--- config.mk ---
export PLATFORM = sky130hd
export DESIGN_NAME = linear_layer_start_srl_fifo_flat
export DESIGN_NICKNAME = d
export VERILOG_FILES = /design/src/rtl/linear_layer_start_srl_fifo_if.sv /design/src/rtl/linear_layer_start_srl_fifo.sv /design/src/flat_wrapper.sv
export SDC_FILE = /design/constraint.sdc
export NUM_CORES = 1
export LEC_CHECK = 0
export ABC_AREA = 1
export BUFFER_PORTS_ARGS = -buffer_cell sky130_fd_sc_hd__buf_2
export CAP_MARGIN = 20
export CORE_AREA = 4 4 41 43
export CTS_BUF_LIST = sky130_fd_sc_hd__clkbuf_4
export CTS_CLUSTER_DIAMETER = 100
export DETAILED_ROUTE_END_ITERATION = 6
export DIE_AREA = 0 0 45 47
export GPL_ROUTABILITY_DRIVEN = 0
export REMOVE_ABC_BUFFERS = 1
export SLEW_MARGIN = 15
export SYNTH_ARGS = -nofsm -noshare
export SYNTH_HDL_FRONTEND = slang
export SYNTH_SLANG_ARGS = --single-unit
--- constraint.sdc ---
create_clock -name clk -period 4 [get_ports clk]
set_clock_uncertainty 0.2 [all_clocks]
set_input_delay 0.2 -clock clk [delete_from_list [all_inputs] [get_ports clk]]
set_output_delay 0.2 -clock clk [all_outputs]
set_load 0.05 [all_outputs]
--- src/rtl/linear_layer_start_srl_fifo_if.sv ---
// Handshake bundle for the start-token FIFO: producer write side and
// consumer read side, ap_fifo style. The FIFO block uses the slave view.
interface linear_layer_start_srl_fifo_if #(
   parameter int DATA_WIDTH = 1,
   parameter int ADDR_WIDTH = 1
);
   logic                  if_write_ce;
   logic                  if_write;
   logic [DATA_WIDTH-1:0] if_din;
   logic                  if_full_n;
   logic                  if_read_ce;
   logic                  if_read;
   logic [DATA_WIDTH-1:0] if_dout;
   logic                  if_empty_n;
   logic [ADDR_WIDTH:0]   if_num_data_valid;

   modport slave (
      input  if_write_ce, if_write, if_din, if_read_ce, if_read,
      output if_full_n, if_dout, if_empty_n, if_num_data_valid
   );

   modport master (
      output if_write_ce, if_write, if_din, if_read_ce, if_read,
      input  if_full_n, if_dout, if_empty_n, if_num_data_valid
   );
endinterface

--- src/rtl/linear_layer_start_srl_fifo.sv ---
// Show-ahead SRL-style FIFO for start tokens between dataflow processes.
// Writes shift the whole array up and land at entry[0]; the head is read
// at a pointer that tracks occupancy-1, so the oldest token sits at the
// highest valid index. Flags are registered from next-state occupancy.
module linear_layer_start_srl_fifo #(
   parameter int DATA_WIDTH = 1,
   parameter int ADDR_WIDTH = 1,
   parameter int DEPTH      = 2
) (
   input  logic clk,
   input  logic reset_n,
   linear_layer_start_srl_fifo_if.slave fifo
);

   typedef logic [ADDR_WIDTH:0] cnt_t;

   localparam cnt_t DEPTH_C = cnt_t'(DEPTH);

   logic [DATA_WIDTH-1:0] mem [DEPTH];
   // One extra bit so -1 (empty) is distinct from DEPTH-1 (full).
   cnt_t                  ptr_q, ptr_d;
   cnt_t                  num_q, num_d;
   logic                  empty_n_q, full_n_q;
   logic                  push, pop;
   logic [ADDR_WIDTH-1:0] rd_idx;

   assign push   = fifo.if_write & fifo.if_write_ce & full_n_q;
   assign pop    = fifo.if_read  & fifo.if_read_ce  & empty_n_q;
   assign rd_idx = ptr_q[ADDR_WIDTH-1:0];

   // Shift storage on every accepted write; no reset so it maps onto SRLs.
   always_ff @(posedge clk) begin
      if (push) begin
         for (int i = DEPTH-1; i > 0; i--) mem[i] <= mem[i-1];
         mem[0] <= fifo.if_din;
      end
   end

   // Head-of-queue select; index stays inside the array even when ptr is -1.
   always_comb begin
      fifo.if_dout = mem[0];
      for (int i = 0; i < DEPTH; i++)
         if (rd_idx == ADDR_WIDTH'(i)) fifo.if_dout = mem[i];
   end

   // Next pointer/occupancy; push+pop together leaves both unchanged.
   always_comb begin
      ptr_d = ptr_q;
      num_d = num_q;
      if (push && !pop) begin
         ptr_d = ptr_q + cnt_t'(1);
         num_d = num_q + cnt_t'(1);
      end else if (pop && !push) begin
         ptr_d = ptr_q - cnt_t'(1);
         num_d = num_q - cnt_t'(1);
      end
   end

   // Pointer, occupancy and flags; reset drops every queued token at once.
   always_ff @(posedge clk or negedge reset_n) begin
      if (!reset_n) begin
         ptr_q     <= '1;
         num_q     <= '0;
         empty_n_q <= 1'b0;
         full_n_q  <= 1'b1;
      end else begin
         ptr_q     <= ptr_d;
         num_q     <= num_d;
         empty_n_q <= (num_d != '0);
         full_n_q  <= (num_d != DEPTH_C);
      end
   end

   assign fifo.if_empty_n        = empty_n_q;
   assign fifo.if_full_n         = full_n_q;
   assign fifo.if_num_data_valid = num_q;

   a_num_range : assert property (@(posedge clk) disable iff (!reset_n)
      num_q <= DEPTH_C);
   a_ptr_track : assert property (@(posedge clk) disable iff (!reset_n)
      ptr_q == num_q - cnt_t'(1));

endmodule

--- src/flat_wrapper.sv ---
// flat-port wrapper written by rule: the top's interface ports become plain ports
module linear_layer_start_srl_fifo_flat 
#(
   parameter int DATA_WIDTH = 1,
   parameter int ADDR_WIDTH = 1,
   parameter int DEPTH      = 2
)
  (clk, reset_n, fifo_if_write_ce, fifo_if_write, fifo_if_din, fifo_if_read_ce, fifo_if_read, fifo_if_full_n, fifo_if_dout, fifo_if_empty_n, fifo_if_num_data_valid);
  linear_layer_start_srl_fifo_if #(.DATA_WIDTH(DATA_WIDTH), .ADDR_WIDTH(ADDR_WIDTH)) fifo_i ();
  input  logic clk;
  input  logic reset_n;
  input wire logic [$bits(fifo_i.if_write_ce)-1:0] fifo_if_write_ce;
  input wire logic [$bits(fifo_i.if_write)-1:0] fifo_if_write;
  input wire logic [$bits(fifo_i.if_din)-1:0] fifo_if_din;
  input wire logic [$bits(fifo_i.if_read_ce)-1:0] fifo_if_read_ce;
  input wire logic [$bits(fifo_i.if_read)-1:0] fifo_if_read;
  output wire logic [$bits(fifo_i.if_full_n)-1:0] fifo_if_full_n;
  output wire logic [$bits(fifo_i.if_dout)-1:0] fifo_if_dout;
  output wire logic [$bits(fifo_i.if_empty_n)-1:0] fifo_if_empty_n;
  output wire logic [$bits(fifo_i.if_num_data_valid)-1:0] fifo_if_num_data_valid;
  assign fifo_i.if_write_ce = fifo_if_write_ce;
  assign fifo_i.if_write = fifo_if_write;
  assign fifo_i.if_din = fifo_if_din;
  assign fifo_i.if_read_ce = fifo_if_read_ce;
  assign fifo_i.if_read = fifo_if_read;
  assign fifo_if_full_n = fifo_i.if_full_n;
  assign fifo_if_dout = fifo_i.if_dout;
  assign fifo_if_empty_n = fifo_i.if_empty_n;
  assign fifo_if_num_data_valid = fifo_i.if_num_data_valid;
  linear_layer_start_srl_fifo #(.DATA_WIDTH(DATA_WIDTH), .ADDR_WIDTH(ADDR_WIDTH), .DEPTH(DEPTH)) u_core (.clk(clk), .reset_n(reset_n), .fifo(fifo_i));
endmodule
==> summary.txt, run 1 <==
Synthesis
  • Syn Std Cell Area: 334 µm²
  • Flop and latch count out of synthesis: 7
  • Count of cell types in the netlist: 11
  • Sequential share of the synthesized area: 56.2%
  • Synth Instances: 32
  • Warning count from the yosys run: 0
  • Mapped Avg Cell Area: 10.4 µm²

Layout
  • Commonest non-fill, non-tap cells in the layout: sky130_fd_sc_hd__buf_2 (11), sky130_fd_sc_hd__inv_1 (7), sky130_fd_sc_hd__nand3_1 (5)
  • Syn-to-layout area delta: 37.1%
  • Layout Nets: 59
  • Most common cell after layout, fill and taps aside: sky130_fd_sc_hd__buf_2
  • Antenna diodes: 0
  • Finished Cell Area: 458 µm²
  • Fraction of final layout cells sized beyond drive strength 1: 46.9%

GRT
  • Global-route wire length before repair: 1.11 mm
  • Number of global-route vias before repair: 256
  • Aggregate global-route resource usage: 7.97%
  • Global route total overflow: 0
  • Maximum number of pins on one net before global-route repair: 6
  • Antenna violations before repair: 0

Floorplanning
  • Starting utilization of the core area: 25.7%
  • FP Rows: 13
  • Floorplan Core Area: 1300 µm²
  • Die area: 2120 µm²
  • Die span in x: 45 µm
  • Number of primary I/O pins: 12
  • Die height: 47 µm

Timing
  • Final-report max-slew violation count: 0
  • Setup repair after global routing missed its margin: false
  • Setup TNS: 0 ns
  • Relative slew slack: 83.5%
  • Least-Margin Pin Slew: 0.249 ns
  • Final worst hold slack: 0.0932 ns
  • Final critical-path share of the clock period: 43.0%
  • Final setup slack of the worst path: 2.28 ns
  • Setup violators final: 0
  • Time the worst path needs with I/O delays and setup: 1.72 ns
  • Hold violation count in the final report: 0
  • Maximum clock frequency: 582 MHz

Clock tree
  • Total number of clock tree sinks: 7
  • CTS Root Buffer Type: sky130_fd_sc_hd__clkbuf_4
  • Worst-Skew Late Latency: 0.25 ns
  • Clock buffer depth: 2
  • Clk pin slew, worst setup/hold paths: 0.05 ns
  • H-tree depth: 1
  • Number of instances resized during post-cts repair: 0
  • Inserted Clock Buffers: 3
  • CTS tree: done

Power and ir drop
  • Switching power: 169 µW
  • Leakage power total: 0.236 nW
  • Net switching share of the total power: 46.0%
  • Internal power: 198 µW
  • Max IR drop VDD: 0.281 mV
  • Clock share of power: 19.4%
  • Share of total power in sequential cells: 33.6%
  • Areal power density over the cells: 802 nW/µm²
  • Combinational cell fraction of total power: 47.0%

Detailed routing
  • Post-DR wirelength/cell: 10.2 µm
  • Via density: 4.03
  • DRC marker count from the first detailed-route iteration: 1
  • DRT Pass-1 Iters: 2
  • Remaining antenna violation count after routing: 0
  • Vias post-DR: 258
  • DRC violation count after routing: 0
  • Final wirelength: 650 µm

Place
  • Buffers on Ports: 11
  • Placement Setup Slack: 2.37 ns
  • Post-DP HPWL: 536 µm
  • DP Area: 408 µm²

Critical path
  • Signal arrival time at the worst endpoint: 1.32 ns
  • WP data required: 3.60 ns
  • Sort of element at the end of the critical path: output port
  • Largest fanout on the critical path: 2
  • Startpoint Class: flip-flop
  • Path type of the worst setup path: reg -> out

Flow run
  • # Max-Cap Violations: 0

Hold path
  • Hold crit path type: in -> async

Run status
  • Status: completed
worst paths after layout:
| path | start | slack, ns | cells past startpoint | end |
|---|---|---|---|---|
| worst max-delay path | u_core.ptr_q[0] | 2.28 | 2 | fifo_if_dout |
| worst min-delay path | reset_n | 0.09 | 2 | u_core.fifo.if_num_data_valid[1] |
| worst max register to register | u_core.fifo.if_full_n | 2.39 | 8 | u_core.fifo.if_full_n |
| max in group asynchronous | reset_n | 3.29 | 2 | u_core.ptr_q[0] |
| min in group clk | fifo_if_write_ce | 0.15 | 4 | u_core.ptr_q[0] |
| worst min register to register | u_core.mem[0][0] | 0.25 | 0 | u_core.mem[0][1] |
state kept, by name, summed over array words and instances (netlist names):
| signal | count |
|---|---|
| u_core.ptr_q | 1 |
| u_core.fifo.if_empty_n | 1 |
| u_core.mem | 2 |
| u_core.fifo.if_num_data_valid | 2 |
| u_core.fifo.if_full_n | 1 |
metal layers:
| metal | up-vias | GRT usage [%] | routed length, µm |
|---|---|---|---|
| li1 | 134 | - | - |
| met2 | 13 | 10.7 | 274 |
| met3 | 0 | 4.60 | 68 |
| met1 | 111 | 10.3 | 306 |
| met4 | 0 | 3.51 | 0 |
| met5 | - | 0 | 0 |
stage by stage:
stage	instances	util [%]	total power [mW]
global placement	58	31.3	0.297
detailed placement	58	31.3	0.299
floorplan	32	-	0.260
global route	64	35.2	0.394
finish	64	35.2	0.367
CTS	64	35.2	0.375
power by group through the flow:
| stage | clock [mW] | sequential (mW) | combinational [mW] |
|---|---|---|---|
| after detailed placement | 0 | 0.125 | 0.174 |
| final | 0.0711 | 0.124 | 0.173 |
| after global routing | 0.0798 | 0.128 | 0.186 |
| after global placement | 0 | 0.125 | 0.172 |
| after floorplan | 0 | 0.185 | 0.0748 |
| after CTS | 0.0741 | 0.125 | 0.176 |
synth_stat cells:
library cell | instances | area share, %
sky130_fd_sc_hd__inv_1 | 7 | 7.9
sky130_fd_sc_hd__nand3_1 | 5 | 7.5
sky130_fd_sc_hd__nand2_1 | 4 | 4.5
sky130_fd_sc_hd__nand2_2 | 4 | 7.5
sky130_fd_sc_hd__dfrtp_1 | 3 | 22
sky130_fd_sc_hd__dfstp_2 | 2 | 16
sky130_fd_sc_hd__edfxtp_1 | 2 | 18
sky130_fd_sc_hd__ha_1 | 2 | 7.5
sky130_fd_sc_hd__mux2_2 | 1 | 3.4
sky130_fd_sc_hd__nand3_2 | 1 | 3.0
sky130_fd_sc_hd__xnor2_1 | 1 | 2.6
worst max-delay path, stage by stage (launching register included):
cell	delay (ns)
sky130_fd_sc_hd__dfstp_2	0.54
sky130_fd_sc_hd__mux2_2	0.32
sky130_fd_sc_hd__buf_2	0.21
area by class of cell:
| class | count | area, µm² |
|---|---|---|
| clock buffers | 4 | 30.0 |
| fillers | 141 | 843 |
| inverters | 7 | 26.3 |
| multi-input cells | 18 | 120 |
| flip-flops and latches | 7 | 188 |
| well taps | 15 | 18.8 |
| repair buffers | 13 | 75.1 |
kinds of logic after synthesis:
group                    synth area share (%)
AND/OR/NAND/NOR                          22.5
buffers and inverters                    7.87
flip-flops                               56.2
adder cells (fa/ha/maj)                  7.49
XOR/XNOR                                 2.62
multiplexers                             3.37
timing repair:
item                                   4_1_cts  5_1_grt
setup buffers                                0        0
hold buffers                                 2        0
endpoints found under the hold margin        6        0
Power figures use the tool's default switching activity.
==> inputs of run 2 (changes only) <==
Clock period 4 ns to 1.53 ns, I/O delays scaled along.
==> summary.txt, run 2 (synthesized netlist as in run 1, its figures left out) <==
Run status
  • Status: finished with violations (was completed)
  • Violations in the final reports: negative setup slack

Flow run
  • # Max-Cap Violations: 0 (unchanged)

Timing
  • Setup repair after global routing missed its margin: true (was false)
  • Final worst hold slack: 0.0186 ns (was 0.0932 ns)
  • Time the worst path needs with I/O delays and setup: 1.53 ns
  • Final critical-path share of the clock period: 100%
  • Setup TNS: -0.00139 ns (was 0 ns)
  • Final-report max-slew violation count: 0 (unchanged)
  • Maximum clock frequency: 653 MHz
  • Least-Margin Pin Slew: 0.258 ns (was 0.249 ns)
  • Final setup slack of the worst path: -0.00139 ns (was 2.28 ns)
  • Hold violation count in the final report: 0 (unchanged)
  • Setup violators final: 1 (was 0)
  • Relative slew slack: 82.9% (was 83.5%)

Clock tree
  • Total number of clock tree sinks: 7 (unchanged)
  • H-tree depth: 1 (unchanged)
  • CTS Root Buffer Type: sky130_fd_sc_hd__clkbuf_4 (unchanged)
  • CTS tree: done (unchanged)
  • Clock buffer depth: 2 (unchanged)
  • Worst-Skew Late Latency: 0.26 ns (was 0.25 ns)
  • Clk pin slew, worst setup/hold paths: 0.06 ns (was 0.05 ns)
  • Inserted Clock Buffers: 3 (unchanged)

Detailed routing
  • Remaining antenna violation count after routing: 0 (unchanged)
  • DRT Pass-1 Iters: 4 (was 2)
  • Final wirelength: 742 µm (was 650 µm)
  • Via density: 4.27 (was 4.03)
  • DRC marker count from the first detailed-route iteration: 6 (was 1)
  • Post-DR wirelength/cell: 10.6 µm (was 10.2 µm)
  • DRC violation count after routing: 0 (unchanged)
  • Vias post-DR: 299 (was 258)

Layout
  • Final core utilization: 45.5% (was 35.2%)
  • Fraction of final layout cells sized beyond drive strength 1: 67.3% (was 46.9%)
  • Most common cell after layout, fill and taps aside: sky130_fd_sc_hd__buf_2 (unchanged)
  • Antenna diodes: 0 (unchanged)
  • Layout Nets: 65 (was 59)
  • Syn-to-layout area delta: 77.2% (was 37.1%)
  • Commonest non-fill, non-tap cells in the layout: sky130_fd_sc_hd__buf_2 (10), sky130_fd_sc_hd__nand2_2 (6), sky130_fd_sc_hd__inv_1 (5) (was sky130_fd_sc_hd__buf_2 (11), sky130_fd_sc_hd__inv_1 (7), sky130_fd_sc_hd__nand3_1 (5))

Place
  • Post-DP HPWL: 506 µm (was 536 µm)
  • Placement Setup Slack: -0.0103 ns (was 2.37 ns)
  • Buffers on Ports: 11 (unchanged)

Floorplanning
  • FP Rows: 13 (unchanged)
  • Die span in x: 45 µm (unchanged)
  • Starting utilization of the core area: 25.7% (unchanged)
  • Die area: 2120 µm² (unchanged)
  • Die height: 47 µm (unchanged)
  • Number of primary I/O pins: 12 (unchanged)
  • Floorplan Core Area: 1300 µm² (unchanged)

Power and ir drop
  • Leakage power total: 0.280 nW (was 0.236 nW)
  • Max IR drop VDD: 0.796 mV (was 0.281 mV)
  • Areal power density over the cells: 1870 nW/µm² (was 802 nW/µm²)

Critical path
  • FF-to-FF End: u_core.fifo.if_full_n (unchanged)
  • End point of the critical path: fifo_if_dout (unchanged)
  • Path type of the worst setup path: reg -> out (unchanged)
  • WP data required: 1.25 ns (was 3.60 ns)
  • FF-to-FF path depth: 8 (unchanged)
  • Signal arrival time at the worst endpoint: 1.25 ns (was 1.32 ns)
  • Slack of the worst reg-to-reg path: 0.04 ns (was 2.39 ns)
  • Largest fanout on the critical path: 2 (unchanged)
  • Critical register-to-register path startpoint: u_core.fifo.if_full_n (unchanged)
  • Sort of element at the end of the critical path: output port (unchanged)
  • Startpoint Class: flip-flop (unchanged)
  • First element of the critical path: u_core.ptr_q[0] (unchanged)

GRT
  • Maximum number of pins on one net before global-route repair: 5 (was 6)
  • Global-route wire length before repair: 1.15 mm (was 1.11 mm)
  • Aggregate global-route resource usage: 8.35% (was 7.97%)
  • Antenna violations before repair: 0 (unchanged)
  • Number of global-route vias before repair: 251 (was 256)
  • Global route total overflow: 0 (unchanged)

Hold path
  • Hold crit path type: in -> reg (was in -> async)
[run 2: cell type report]
cell class	count	area, µm²
Fill cell	132	709
Multi-Input combinational cell	18	189
Inverter	7	31.3
Sequential cell	7	188
Clock buffer	4	30.0
Timing Repair Buffer	19	135
Tap cell	15	18.8
[run 2: layer usage]
| metal | global-route usage, % | up-vias | wire [µm] |
|---|---|---|---|
| met5 | 0 | - | 0 |
| li1 | - | 147 | - |
| met4 | 7.02 | 0 | 25 |
| met3 | 5.36 | 4 | 77 |
| met2 | 10.2 | 15 | 345 |
| met1 | 9.95 | 133 | 294 |
[run 2: metrics by stage]
stage                     cells  power (mW)  area, µm²
after global placement       59       0.780        415
after global routing         70        1.17        592
after CTS                    70        1.05        529
after floorplan              32       0.679        334
final                        70        1.10        592
after detailed placement     59       0.781        415
[run 2: timing repair]
action | 4_1_cts | 5_1_grt
pin swaps | 0 | 5
gates resized for setup | 6 | 14
hold buffers | 4 | 0
buffers inserted | 3 | 0
endpoints found under the setup margin | 4 | 7
endpoints found under the hold margin | 7 | 0
[run 2: worst min path at each step]
stage                             start                               end  slack, ns  cells after the start
final                     fifo_if_write                   u_core.ptr_q[0]       0.02                      4
after global routing      fifo_if_write                   u_core.ptr_q[0]       0.03                      4
after CTS                 fifo_if_write                   u_core.ptr_q[0]      0.006                      4
after detailed placement        reset_n            u_core.fifo.if_empty_n      -0.30                      1
after global placement          reset_n  u_core.fifo.if_num_data_valid[1]      -0.30                      1
after floorplan                 reset_n            u_core.fifo.if_empty_n      -0.42                      0
[run 2: power breakdown]
| part | total [mW] | internal [mW] | switching, mW | leakage (nW) |
|---|---|---|---|---|
| sequential | 0.331 | 0.278 | 0.0533 | 0.0739 |
| combinational | 0.579 | 0.206 | 0.372 | 0.188 |
| clock | 0.195 | 0.118 | 0.0769 | 0.0184 |
[run 2: critical path: stages (launching register included)]
cell and delay, ns:
sky130_fd_sc_hd__dfstp_2 0.54, sky130_fd_sc_hd__mux2_4 0.31, sky130_fd_sc_hd__buf_8 0.15
